### src/rtl/dma_arbiter.sv
// dma_arbiter
//   Shares one DMA engine among NREQ command sources. Each source fires a
//   one-cycle start with an opcode and four 32-bit fields; the command is
//   held in that source's slot until the DMA reports completion. Slots are
//   served round-robin, and the owner receives a one-cycle done pulse.
//
// Ports
//   clk, rst                 clock, asynchronous active-high reset
//   req_start[NREQ]          command strobe per requester
//   req_op[3*NREQ]           opcode, requester i at [3i+2:3i]
//   req_info1/_mem_info1/
//   req_info2/_mem_info2     32-bit fields, requester i at [32i+31:32i]
//   req_done[NREQ]           completion pulse to the owning requester
//   req_err[NREQ]            pulse: strobe dropped, slot already pending
//   dma_start                one-cycle start to the DMA engine
//   dma_op, dma_info*        fields of the granted command, stable until next grant
//   f_dma                    DMA finished pulse
//   busy                     high while a command is issued or in flight
//   grant_id                 index of the current or last granted requester
module dma_arbiter #(
  parameter int NREQ = 3,
  parameter int GW   = $clog2(NREQ)
) (
  input  logic                 clk,
  input  logic                 rst,
  input  logic [NREQ-1:0]      req_start,
  input  logic [3*NREQ-1:0]    req_op,
  input  logic [32*NREQ-1:0]   req_info1,
  input  logic [32*NREQ-1:0]   req_mem_info1,
  input  logic [32*NREQ-1:0]   req_info2,
  input  logic [32*NREQ-1:0]   req_mem_info2,
  output logic [NREQ-1:0]      req_done,
  output logic [NREQ-1:0]      req_err,
  output logic                 dma_start,
  output logic [2:0]           dma_op,
  output logic [31:0]          dma_info1,
  output logic [31:0]          dma_mem_info1,
  output logic [31:0]          dma_info2,
  output logic [31:0]          dma_mem_info2,
  input  logic                 f_dma,
  output logic                 busy,
  output logic [GW-1:0]        grant_id
);

  localparam logic [1:0] S_IDLE  = 2'd0;
  localparam logic [1:0] S_ISSUE = 2'd1;
  localparam logic [1:0] S_WAIT  = 2'd2;

  logic [1:0]      state;
  logic [NREQ-1:0] pending;
  logic [GW-1:0]   last_grant;

  logic [2:0]  slot_op        [NREQ];
  logic [31:0] slot_info1     [NREQ];
  logic [31:0] slot_mem_info1 [NREQ];
  logic [31:0] slot_info2     [NREQ];
  logic [31:0] slot_mem_info2 [NREQ];

  logic [NREQ-1:0] clear_vec;  // slot completing this cycle
  logic [NREQ-1:0] accept;     // strobe captured this cycle
  logic            sel_valid;
  logic [GW-1:0]   sel_idx;
  logic [GW-1:0]   cand;

  // A strobe is accepted into an empty slot, or into the slot that is being
  // released this very cycle (set wins over clear).
  always_comb begin
    // NOTE: every always_comb output gets a default first so no latch is inferred.
    clear_vec = '0;
    accept    = '0;
    for (int i = 0; i < NREQ; i++) begin
      clear_vec[i] = (state == S_WAIT) && f_dma && (grant_id == GW'(i));
      accept[i]    = req_start[i] && (!pending[i] || clear_vec[i]);
    end
  end

  // Round-robin pick: scan last_grant+1, +2, ... and keep the closest pending
  // index. Walking the offsets from far to near lets the nearest win.
  always_comb begin
    sel_valid = 1'b0;
    sel_idx   = '0;
    cand      = '0;
    for (int k = NREQ; k >= 1; k--) begin
      cand = GW'((int'(last_grant) + k) % NREQ);
      if (pending[cand]) begin
        sel_valid = 1'b1;
        sel_idx   = cand;
      end
    end
  end

  // NOTE: slot payload has no reset; pending[] alone says whether it is valid.
  always_ff @(posedge clk) begin
    for (int i = 0; i < NREQ; i++) begin
      if (accept[i]) begin
        slot_op[i]        <= req_op[3*i +: 3];
        slot_info1[i]     <= req_info1[32*i +: 32];
        slot_mem_info1[i] <= req_mem_info1[32*i +: 32];
        slot_info2[i]     <= req_info2[32*i +: 32];
        slot_mem_info2[i] <= req_mem_info2[32*i +: 32];
      end
    end
  end

  // NOTE: sequential state uses non-blocking assignments only.
  always_ff @(posedge clk or posedge rst) begin
    if (rst) begin
      state         <= S_IDLE;
      pending       <= '0;
      last_grant    <= GW'(NREQ - 1);
      grant_id      <= '0;
      dma_start     <= 1'b0;
      dma_op        <= '0;
      dma_info1     <= '0;
      dma_mem_info1 <= '0;
      dma_info2     <= '0;
      dma_mem_info2 <= '0;
      req_done      <= '0;
      req_err       <= '0;
      busy          <= 1'b0;
    end else begin
      dma_start <= 1'b0;
      req_done  <= '0;
      req_err   <= req_start & pending & ~clear_vec;

      for (int i = 0; i < NREQ; i++) begin
        if (accept[i])         pending[i] <= 1'b1;
        else if (clear_vec[i]) pending[i] <= 1'b0;
      end

      case (state)
        S_IDLE: begin
          if (sel_valid) begin
            grant_id      <= sel_idx;
            dma_op        <= slot_op[sel_idx];
            dma_info1     <= slot_info1[sel_idx];
            dma_mem_info1 <= slot_mem_info1[sel_idx];
            dma_info2     <= slot_info2[sel_idx];
            dma_mem_info2 <= slot_mem_info2[sel_idx];
            dma_start     <= 1'b1;
            busy          <= 1'b1;
            state         <= S_ISSUE;
          end
        end
        S_ISSUE: begin
          state <= S_WAIT;
        end
        S_WAIT: begin
          if (f_dma) begin
            req_done[grant_id] <= 1'b1;
            last_grant         <= grant_id;
            busy               <= 1'b0;
            state              <= S_IDLE;
          end
        end
        default: begin
          state <= S_IDLE;
        end
      endcase
    end
  end

endmodule

### config.mk
export PLATFORM = sky130hd
export DESIGN_NAME = dma_arbiter
export DESIGN_NICKNAME = d
export VERILOG_FILES = /design/src/rtl/dma_arbiter.sv
export SDC_FILE = /design/constraint.sdc
export NUM_CORES = 1
export LEC_CHECK = 0
export ABC_AREA = 1
export CAP_MARGIN = 20
export CORE_ASPECT_RATIO = 0.75
export CORE_UTILIZATION = 35
export DETAILED_ROUTE_END_ITERATION = 7
export GPL_TIMING_DRIVEN = 0
export SETUP_SLACK_MARGIN = 0.2
export SLEW_MARGIN = 20
export SYNTH_ARGS = -nofsm -noshare
export SYNTH_HDL_FRONTEND = slang
export SYNTH_SLANG_ARGS = --single-unit
### constraint.sdc
create_clock -name clk -period 9.42 [get_ports clk]
set_input_delay 1.884 -clock clk [delete_from_list [all_inputs] [get_ports clk]]
set_output_delay 1.884 -clock clk [all_outputs]
set_load 0.05 [all_outputs]
Word-level counts from Yosys, hierarchy flattened. Memories as Yosys holds them, arrays and structs flattened. A register that Yosys moved wholly into a read port is not among the register bits. Cells that the tools add are included.

$add $sub $neg: 3. Divide/modulo/power cells: 3. Order comparisons: 5. Eq/ne operators: 6. Muxes and demuxes: 36. Bitwise gates (word level): 3. Reduce and logical (&&, ||, !) cells: 24.

Operators by type and width (count): modulo 32 x 3 -> 32 bit (second input constant) (3); two-way mux 1 bit (23); less-than comparator 2 x 3 -> 1 bit (second input constant) (4); two-way mux 2 bit (5); logical AND 1 bit (8); nonzero test 2 bit (4); adder 2 x 2 -> 3 bit (second input constant) (2); bitwise AND 3 bit (2); binary-select mux 1 bit (select 2 bit) (3); two-way mux 3 bit (2); case mux 2 bit (3 select lines) (1); AND reduction 2 bit (3); equality test 2 x 1 -> 1 bit (second input constant) (2); equality test 2 bit (second input constant) (2); logical NOT 2 bit (2); inequality test 2 bit (second input constant) (2); adder 2 x 1 -> 3 bit (second input constant) (1); logical NOT 1 bit (3); logical OR 1 bit (3); NOT 3 bit (1); AND reduction 3 bit (1); demux 1 bit (select 2 bit) (1); >= comparator 2 x 1 -> 1 bit (second input constant) (1); case mux 1 bit (2 select lines) (1).

Register bits: 17. RAM bits: 393. Bits of input ports: 399. Logic and storage cells: 95. Memories: 5.

Memory list: slot_info1 (depth 3, bits a word 32, rd ports 1, clocked after Yosys merged registers in 1, write ports 3, line 54) `logic [31:0] slot_info1 [NREQ];`; slot_info2 (depth 3, bits a word 32, rd ports 1, clocked after Yosys merged registers in 1, write ports 3, line 56) `logic [31:0] slot_info2 [NREQ];`; slot_mem_info1 (depth 3, bits a word 32, rd ports 1, clocked after Yosys merged registers in 1, write ports 3, line 55) `logic [31:0] slot_mem_info1 [NREQ];`; slot_mem_info2 (depth 3, bits a word 32, rd ports 1, clocked after Yosys merged registers in 1, write ports 3, line 57) `logic [31:0] slot_mem_info2 [NREQ];`; slot_op (depth 3, bits a word 3, rd ports 1, clocked after Yosys merged registers in 1, write ports 3, line 53) `logic [2:0] slot_op [NREQ];`.

Logic depth before layout (Yosys ltp). Gate-level depths: netlist of run 1.

Depth after elaboration: 9. Gate-level depth with buffers: 15.

Least setup slack after synthesis of run 1. OpenSTA, ideal clock, no wires.

Kind: input to register. Start point: input port f_dma. End point: memory slot_info1[2][0], enable pin. Arrival: 7.769 ns. Data required time: 8.796 ns. Path slack: 1.027 ns. Cell stages on the path: 6. Cell sequence: nand2_1 -> inv_1 -> nand2_1 -> nor2_1 -> nor2_1 -> nor2_1.

RTL lines: start: declaration (line 40) `input logic f_dma,`; end: declaration (line 54).

Worst setup path after layout of run 1.
Start point: register dma_info2[28] (read register of slot_info2). End point: output port dma_info2[28].

RTL lines: start: declaration (line 38) `output logic [31:0] dma_info2,`.

No word-level cell between the ends.

==> results of run 1 <==
[worst max path at each step]
stage | startpoint | end | slack (ns) | cells after the start
6_report | dma_info2[28] | dma_info2[28] | 5.56 | 1
5_1_grt | dma_info2[28] | dma_info2[28] | 5.50 | 1
4_1_cts | dma_info2[28] | dma_info2[28] | 5.52 | 1
3_5_place_dp | f_dma | slot_mem_info1[2][7] | 5.11 | 10
3_3_place_gp | f_dma | slot_info2[0][20] | -3.64 | 5
2_1_floorplan | f_dma | slot_info1[2][0] | 1.03 | 6
[flip-flops by register name (all words and copies together) (netlist names)]
register	cells
busy	1
dma_info1	32
dma_info2	32
dma_mem_info1	32
dma_mem_info2	32
dma_op	3
dma_start	1
grant_id	2
last_grant	2
pending	3
req_done	3
req_err	3
slot_info1	96
slot_info2	96
slot_mem_info1	96
slot_mem_info2	96
slot_op	9
state	2
[per-stage QoR]
step           TNS (ns)  setup slack [ns]
4_1_cts               0              5.52
3_3_place_gp   -1300.72             -3.64
3_5_place_dp          0              5.11
5_1_grt               0              5.50
6_report              0              5.56
2_1_floorplan         0              1.03
[area by class of cell]
type	count	area (sq um)
Tap cell	810	1010
Buffer	84	408
Antenna cell	5	12.5
Clock inverter	38	387
Multi-Input combinational cell	987	4480
Clock buffer	63	1440
Timing Repair Buffer	559	5870
Sequential cell	541	15500
Inverter	417	1570
Fill cell	5480	31300
[logic make-up (layout without fill, tap and decap cells)]
logic type | Yosys count | in the layout | share of synthesized area [%]
and+or+nand+nor | 975 | 975 | 19.9
DFF | 541 | 541 | 70.7
buffers and inverters | 501 | 1161 | 8.99
AOI/OAI and AO/OA | 8 | 8 | 0.211
adders and majority gates | 4 | 4 | 0.228
other | 0 | 5 | 0
[placed cells by master, fill, tap and decap left out, types with 3 or more instances in the layout]
cell type        Yosys  final
buf_12               0     10
buf_16               0     10
buf_2               58     58
buf_4                3      3
bufinv_16            0      7
clkbuf_1            22     26
clkbuf_16            0     55
clkbuf_8             0      3
clkdlybuf4s50_1      0    539
clkinv_1             0      6
clkinv_2             0     16
clkinvlp_4           0      4
dfrtp_1            147    147
diode_2              0      5
edfxtp_1           393    393
ha_1                 4      4
inv_1              413    412
inv_2                4      4
inv_6                0      3
nand2_1            289    289
nand3_1            136    136
nand3b_1           132    132
nor2_1             410    407
nor2_4               1      4
o21ai_0              5      5
[power groups by stage]
stage | Combinational [mW] | Sequential [mW] | Clock [mW]
finish | 4.98 | 3.32 | 2.23
global route | 5.47 | 3.37 | 2.37
global placement | 4.89 | 3.43 | 0
CTS | 5.06 | 3.33 | 2.28
floorplan | 2.15 | 4.39 | 0
detailed placement | 5.04 | 3.37 | 0
[layer usage]
layer  global-route usage, %  vias to the layer above
met5                       0                        -
met4                    5.06                        8
met3                    5.11                       81
met2                    33.0                      471
met1                    25.3                     7358
li1                        -                     7577
==> run_results.csv, run 1 <==
group,metric,value,unit
worst_setup_path,crit_arrival,1.98,ns
global_routing,overflow,0,
yosys,syn_avg_cell_area,10.8,sq um
global_routing,grt_usage,19.7,%
route,vias,15500,
yosys,yosysWarnings,0,
route,dr.max_layer_used,"met5",
route,ant_nets,0,
die,fp.dieH,219,microns
worst_setup_path,r2r_end,"dma_info1[12]",
sta,finalSetupViolations,0,
worst_setup_path,cp_max_fo,2,
pwr,power_density,343,nW/um^2
clocking,path_clk_slew,0.06,ns
clocking,cts-root-buf,"clkbuf_16",
route,wl_per_cell,18.1,microns
place,place_area,28800,sq um
die,core,62000,sq um
route,wl,63.3,mm
worst_setup_path,start_kind,"register",
global_routing,grt_pass1_vias,15700,
worst_setup_path,crit_family,"buffers and inverters",
worst_setup_path,r2r_slack,6.47,ns
sta,period_minus_slack,3.86,ns
pwr,switchingPower,4.57,mW
worst_setup_path,required,7.54,ns
yosys,netlist_area,21900,sq um
finish,fin_cells,3504,
yosys,synth_area_leaders,"edfxtp_1 (54%), dfrtp_1 (17%), inv_1 (7.1%)",
worst_setup_path,reg2reg_from,"last_grant[0]",
sta,timing.final.crit_share,41.0,%
yosys,yosys.area.top_type,"edfxtp_1",
worst_setup_path,path_class,"reg2out",
worst_setup_path,worstPathCellList,"clkdlybuf4s50_1",
pwr,sw_frac_of_total,43.4,%
finish,design_area,30700,sq um
yosys,syn_inst,2029,
yosys,async_flop_share,27.4,%
pwr,power_frac_comb,47.3,%
die,die_w,291,microns
flow_run,drv_cap,0,
worst_setup_path,r2r_cells,13,
sta,relSlewSlack,44.7,%
yosys,synth_common_cells,"inv_1 (413), nor2_1 (410), edfxtp_1 (393), nand2_1 (289), dfrtp_1 (147)",
finish,drive_gt1_share,6.99,%
global_routing,grt_pass1_wl,94.1,mm
place,port-buffer-count,539,
clocking,cts_sinks,541,
yosys,synth_nets,2432,
yosys,synth-edff-count,393,
route,drtPass1Iterations,5,
finish,syn_to_final_growth,39.9,%
worst_setup_path,worstSetupEndpointType,"output pin",
route,dr_wl_met3,4.77,mm
sta,rsz0062_at_grt,"no",
clocking,clk_path_buf_depth,3,
sta,whs,0.492,ns
yosys,ys_ff_latch,541,
place,hpwl,46.9,mm
pwr,power,10.5,mW
status,outcome,"complete, no violations",
clocking,clock_latency,0.60,ns
finish,nNetsFinal,3047,
min_path,hold_start,"busy",
min_path,min_path_type,"reg2reg",
die,pin_count,540,
pwr,leakage,13.1,nW
yosys,synth_top_area_share,53.8,%
route,first_iter_violations,1082,
route,viasPerCell,4.42,
yosys,synth.distinct_cells,23,
sta,finalMaxSlewViolations,0,
yosys,synth-main-ff-cell,"edfxtp_1",
sta,worstMarginPinSlew,0.827,ns
clocking,cts_hold_buf,0,
clocking,cts_tree,"built",
sta,finalHoldViolations,0,
sta,max_freq,259,MHz
die,die-area,63700,sq um
sta,clock_skew,0.0273,ns
worst_setup_path,cpPeakStageDelay,1.03,ns
yosys,synth-seq-area-share,70.7,%
global_routing,antenna_found_initial,13,
pwr,p_clk_share,21.2,%
min_path,min_path_cells,2,
pwr,ir_drop,0.000152,V
worst_setup_path,slowest_stage,"clkdlybuf4s50_1",
yosys,synth_most_common_cell,"inv_1",
clocking,post_cts_resized,0,
finish,postLayoutCoreUtil,49.5,%
min_path,min_to,"busy",
pwr,p_seq_share,31.5,%
route,drc,0,
global_routing,grt_max_degree,79,
clocking,htreeDepth,2,
place,dp_cells,3398,
clocking,postCtsSetupBuffers,0,
die,start_util,35.4,%
die,num_rows,79,
place,place_congestion,0.829,
pwr,intPower,5.96,mW
route,wl_met1,26.7,mm
worst_setup_path,cp_num_buf_inv,1,
clocking,cts_made_buffers,54,
route,wl_met2,30.6,mm
Note: power is estimated with default switching activity, not from simulation.
==> run 2: changes to the inputs <==
==> constraint.sdc (replaced) <==
create_clock -name clk -period 3.2 [get_ports clk]
set_input_delay 0.64 -clock clk [delete_from_list [all_inputs] [get_ports clk]]
set_output_delay 0.64 -clock clk [all_outputs]
set_load 0.05 [all_outputs]
==> run 2 against run 1 <==
Clock-buffer cell count up 14. Sequential power rose to 2.9 times the previous value. Final area up 0.87%. Critical endpoint is now dma_op[1]. Largest cell class unchanged. Highest routed layer unchanged.
==> run_results.csv, run 2 (synthesis results as in run 1) <==
group,metric,value,unit
global_routing,antenna_found_initial,16,
route,drtPass1Iterations,5,
place,port-buffer-count,539,
worst_setup_path,start_kind,"register",
place,dp_slack,-0.106,ns
sta,finalSetupViolations,0,
worst_setup_path,crit_top_cell,"nand2_1",
sta,clock_skew,0.0169,ns
status,outcome,"complete, no violations",
finish,drive_gt1_share,7.34,%
finish,final_cell_mix,"clkdlybuf4s50_1 (539), inv_1 (412), nor2_1 (406)",
worst_setup_path,worstPathCellList,"inv_1 > ha_1 > nand2_1 > nand2_1 > o21ai_0 > nand3_2 > nand3_2 > buf_4 > buf_2 > nor2_1 > nor2_1 > nand2_1",
pwr,power_density,1010,nW/um^2
clocking,postCtsSetupBuffers,0,
die,die-area,63700,sq um
route,vias,15500,
route,wl,64.2,mm
die,fp.dieH,219,microns
global_routing,grt_usage,20.0,%
global_routing,grt_pass1_wl,94.5,mm
finish,postLayoutCoreUtil,49.9,%
worst_setup_path,cp_max_fo,10,
clocking,cts_tree,"built",
sta,whs,0.487,ns
route,drc,0,
worst_setup_path,slowest_stage,"dfstp_2",
worst_setup_path,crit_arrival,3.25,ns
clocking,clk_path_buf_depth,3,
die,num_rows,79,
clocking,cts_sinks,541,
route,viasPerCell,4.41,
finish,fill_cells,5475,
route,first_iter_violations,761,
sta,period_minus_slack,2.78,ns
route,ant_nets,0,
worst_setup_path,worstSetupEndpointType,"register",
sta,rsz0062_at_grt,"no",
worst_setup_path,path_class,"reg2reg",
clocking,clock_latency,0.60,ns
flow_run,drv_cap,0,
min_path,min_path_type,"in2async",
place,hpwl,47.5,mm
sta,finalSetupTns,0,ns
clocking,cts_made_buffers,56,
sta,relSlewSlack,47.4,%
sta,timing.final.crit_share,86.8,%
die,die_w,291,microns
die,start_util,35.4,%
sta,max_freq,360,MHz
sta,worstMarginPinSlew,0.787,ns
global_routing,overflow,0,
clocking,path_clk_slew,0.06,ns
sta,finalHoldViolations,0,
finish,nNetsFinal,3055,
global_routing,grt_max_degree,29,
sta,finalMaxSlewViolations,0,
pwr,leakage,13.3,nW
global_routing,grt_pass1_vias,15700,
pwr,power,31.3,mW
die,core,62000,sq um
clocking,cts_hold_buf,0,
finish,syn_to_final_growth,41.1,%
finish,layout_commonest_cell,"clkdlybuf4s50_1",
worst_setup_path,required,3.68,ns
place,place_congestion,0.849,
pwr,ir_drop,0.000452,V
sta,setup_slack,0.423,ns
clocking,cts-root-buf,"clkbuf_16",
die,pin_count,540,
worst_setup_path,cpPeakStageDelay,0.54,ns
route,wl_per_cell,18.3,microns
clocking,htreeDepth,2,
## run 2: cell types whose count changed in the layout (fill, tap and decap cells not counted), sizes merged
cell	before	now
clkinv	24	16
bufinv	7	5
clkbuf	85	100
diode	5	8
buf	82	87
## run 2: metal layers
| metal | GRT usage (%) | part of all wire [%] | wire [microns] | vias up |
|---|---|---|---|---|
| met5 | 0 | 0.20 | 126 | - |
| met3 | 5.49 | 8.0 | 5120 | 87 |
| met1 | 25.2 | 41 | 26600 | 7361 |
| met2 | 34.1 | 49 | 31400 | 446 |
| met4 | 4.74 | 1.7 | 1060 | 18 |
| li1 | - | - | - | 7612 |
## run 2: timing repair
action | CTS | global route
hold endpoints to repair | 0 | 0
endpoints found under the setup margin | 1 | 100
gates resized for setup | 1 | 8
pin swaps | 0 | 0
## run 2: report_power, final
part	internal, mW	switching [mW]	leakage [nW]	total (mW)
combinational	4.67	10.1	6.96	14.7
sequential	9.14	0.651	5.35	9.79
clock	3.96	2.79	0.937	6.75
total	17.8	13.5	13.3	31.3
## run 2: metrics by stage
step           cells  cell area, sq um
3_5_place_dp    3404             29000
6_report        3517             31000
3_3_place_gp    3378             28400
5_1_grt         3512             30900
2_1_floorplan   2029             22000
4_1_cts         3509             30900
## run 2: path summary, 6_finish.rpt
path / from / end / slack [ns] / cells after the start
min in group clk: grant_id[0] / req_done[2] / 0.52 / 1
max in group asynchronous: rst / dma_mem_info2[21] / 1.55 / 6
setup / recovery: last_grant[1] / dma_op[1] / 0.42 / 12
hold / removal: rst / dma_mem_info1[19] / 0.49 / 2
hold reg to reg: grant_id[0] / req_done[2] / 0.52 / 1
setup reg to reg: last_grant[1] / dma_op[1] / 0.42 / 12
## run 2: area by class of cell
class                   count  area (sq um)  share of cell area, %
flip-flops and latches    541         15500                   50.1
plain buffers              84           420                   1.36
clock buffers              77          1620                   5.24
clock inverters            28           298                  0.962
well taps                 810          1010                   3.27
diodes                      8          20.0                 0.0647
multi-input cells         987          4500                   14.5
inverters                 417          1570                   5.07
repair buffers            565          6000                   19.4
## run 2: critical path: cells and delay by family (launching register included)
| kind | cells | cell delay, ns |
|---|---|---|
| AOI/OAI and AO/OA | 1 | 0.25 |
| adders and majority gates | 1 | 0.26 |
| and+or+nand+nor | 7 | 0.84 |
| buffers and inverters | 3 | 0.74 |
| DFF | 1 | 0.54 |
==> run 3: changes to the inputs <==
==> constraint.sdc (replaced) <==
create_clock -name clk -period 2.82 [get_ports clk]
set_input_delay 0.564 -clock clk [delete_from_list [all_inputs] [get_ports clk]]
set_output_delay 0.564 -clock clk [all_outputs]
set_load 0.05 [all_outputs]
==> run 3 against run 2 <==
Highest routed layer unchanged. Final area up 0.29%. Die area unchanged. Core utilization up 0.15 points. Flip-flop and latch count unchanged. Critical path depth down 11. Via count up 0.62%. Largest cell class unchanged. Critical endpoint is now grant_id[1]. Sequential share of layout area down 0.14 points. Sequential power up 13%. First-iteration DRC count up 11%.
==> run_results.csv, run 3 (synthesis results as in run 1) <==
group,metric,value,unit
route,wl,62.4,mm
route,first_iter_violations,845,
clocking,cts-root-buf,"clkbuf_16",
finish,final_cell_mix,"clkdlybuf4s50_1 (539), inv_1 (409), nor2_1 (403)",
worst_setup_path,worstSetupEndpointType,"output pin",
worst_setup_path,crit_arrival,1.94,ns
flow_run,drv_cap,0,
place,dp_slack,-0.460,ns
place,port-buffer-count,539,
finish,fin_cells,3520,
place,dp_cells,3403,
min_path,min_path_type,"in2async",
route,viasPerCell,4.44,
global_routing,grt_pass1_vias,15800,
sta,finalSetupViolations,0,
sta,timing.final.crit_share,88.7,%
sta,rsz0062_at_grt,"yes",
sta,max_freq,400,MHz
worst_setup_path,cpPeakStageDelay,0.89,ns
place,hpwl,46.0,mm
worst_setup_path,cp_num_buf_inv,1,
clocking,cts_sinks,541,
global_routing,antenna_found_initial,9,
sta,finalMaxSlewViolations,0,
die,num_rows,79,
worst_setup_path,start_kind,"register",
pwr,power_density,1140,nW/um^2
clocking,clock_latency,0.61,ns
sta,setup_slack,0.320,ns
clocking,clk_path_buf_depth,3,
sta,period_minus_slack,2.50,ns
clocking,cts_tree,"built",
die,core,62000,sq um
sta,worstMarginPinSlew,0.708,ns
worst_setup_path,crit_family,"buffers and inverters",
die,fp.dieH,219,microns
worst_setup_path,slowest_stage,"clkdlybuf4s50_1",
finish,drive_gt1_share,7.88,%
global_routing,grt_pass1_wl,93.5,mm
place,place_congestion,0.858,
die,die_w,291,microns
clocking,path_clk_slew,0.06,ns
route,vias,15600,
die,die-area,63700,sq um
clocking,cts_made_buffers,55,
sta,finalHoldViolations,0,
global_routing,overflow,0,
clocking,htreeDepth,2,
global_routing,grt_usage,19.5,%
route,drtPass1Iterations,6,
pwr,ir_drop,0.000532,V
route,drc,0,
finish,fill_cells,5481,
route,wl_per_cell,17.7,microns
finish,syn_to_final_growth,41.5,%
finish,nNetsFinal,3061,
route,ant_nets,0,
status,outcome,"complete, no violations",
sta,clock_skew,0.0237,ns
worst_setup_path,required,2.26,ns
finish,layout_commonest_cell,"clkdlybuf4s50_1",
finish,postLayoutCoreUtil,50.1,%
die,pin_count,540,
die,start_util,35.4,%
worst_setup_path,worstPathCellList,"clkdlybuf4s50_1",
sta,relSlewSlack,52.6,%
global_routing,grt_max_degree,31,
clocking,cts_hold_buf,0,
worst_setup_path,cp_max_fo,5,
sta,whs,0.261,ns
worst_setup_path,path_class,"reg2out",
pwr,leakage,13.3,nW
-- run 3: changes by cell type in the layout (fill, tap and decap cells not counted), sizes merged --
cell    delta
buf       -10
bufinv     -1
clkbuf    +26
clkinv     -8
diode      -2
inv        -2
-- run 3: report_power, final --
group | switching, mW | leakage (nW) | total, mW | internal [mW]
registers | 0.725 | 5.35 | 11.1 | 10.4
logic | 11.3 | 7.06 | 17.1 | 5.74
clock network | 3.11 | 0.857 | 7.31 | 4.20
-- run 3: per-layer routing --
layer | vias to the layer above | GRT usage [%] | share of wire [%]
met1 | 7443 | 24.5 | 42
met3 | 101 | 5.07 | 6.9
li1 | 7619 | - | -
met4 | 12 | 5.54 | 2.2
met2 | 446 | 33.2 | 49
met5 | - | 0 | 0.12
-- run 3: area by class of cell --
cell class	instances	area, sq um	share of cell area (%)
buffer	84	557	1.79
clock buffer	86	1570	5.07
multi-input combinational	987	4540	14.6
timing repair buffer	572	6050	19.5
antenna	6	15.0	0.0484
inverter	417	1570	5.06
sequential	541	15500	50.0
tap	810	1010	3.26
clock inverter	17	209	0.673
-- run 3: metrics by stage --
stage	cell area (sq um)	power, mW	TNS (ns)
finish	31000	35.5	0
global route	31000	37.8	0
CTS	30800	35.5	0
detailed placement	29000	28.0	-59.57
global placement	28400	27.5	-1230.14
floorplan	22000	21.8	-167.36
-- run 3: repair_timing --
action                                 4_1_cts  5_1_grt
setup endpoints to repair                  135      129
pin swaps                                    1        3
setup buffers                                2        6
endpoints found under the hold margin        0        0
gates resized for setup                     12       73
-- run 3: final timing paths --
kind / startpoint / to / slack (ns) / cells past startpoint
worst max-delay path: grant_id[1] / grant_id[1] / 0.32 / 1
max in group asynchronous: rst / dma_info2[21] / 1.65 / 5
worst min-delay path: rst / dma_mem_info1[24] / 0.26 / 2
worst min register to register: busy / busy / 0.51 / 2
min in group clk: req_info2[23] / slot_info2[0][23] / 0.50 / 1
worst max register to register: last_grant[1] / dma_info2[31] / 0.35 / 12
-- run 3: worst register-to-register path, delay by kind of cell (launching register included) --
family,cells,cell delay [ns]
compound gates,1,0.20
fa+ha+maj,1,0.24
buf+inv,4,0.63
flops,1,0.55
simple gates,6,0.72
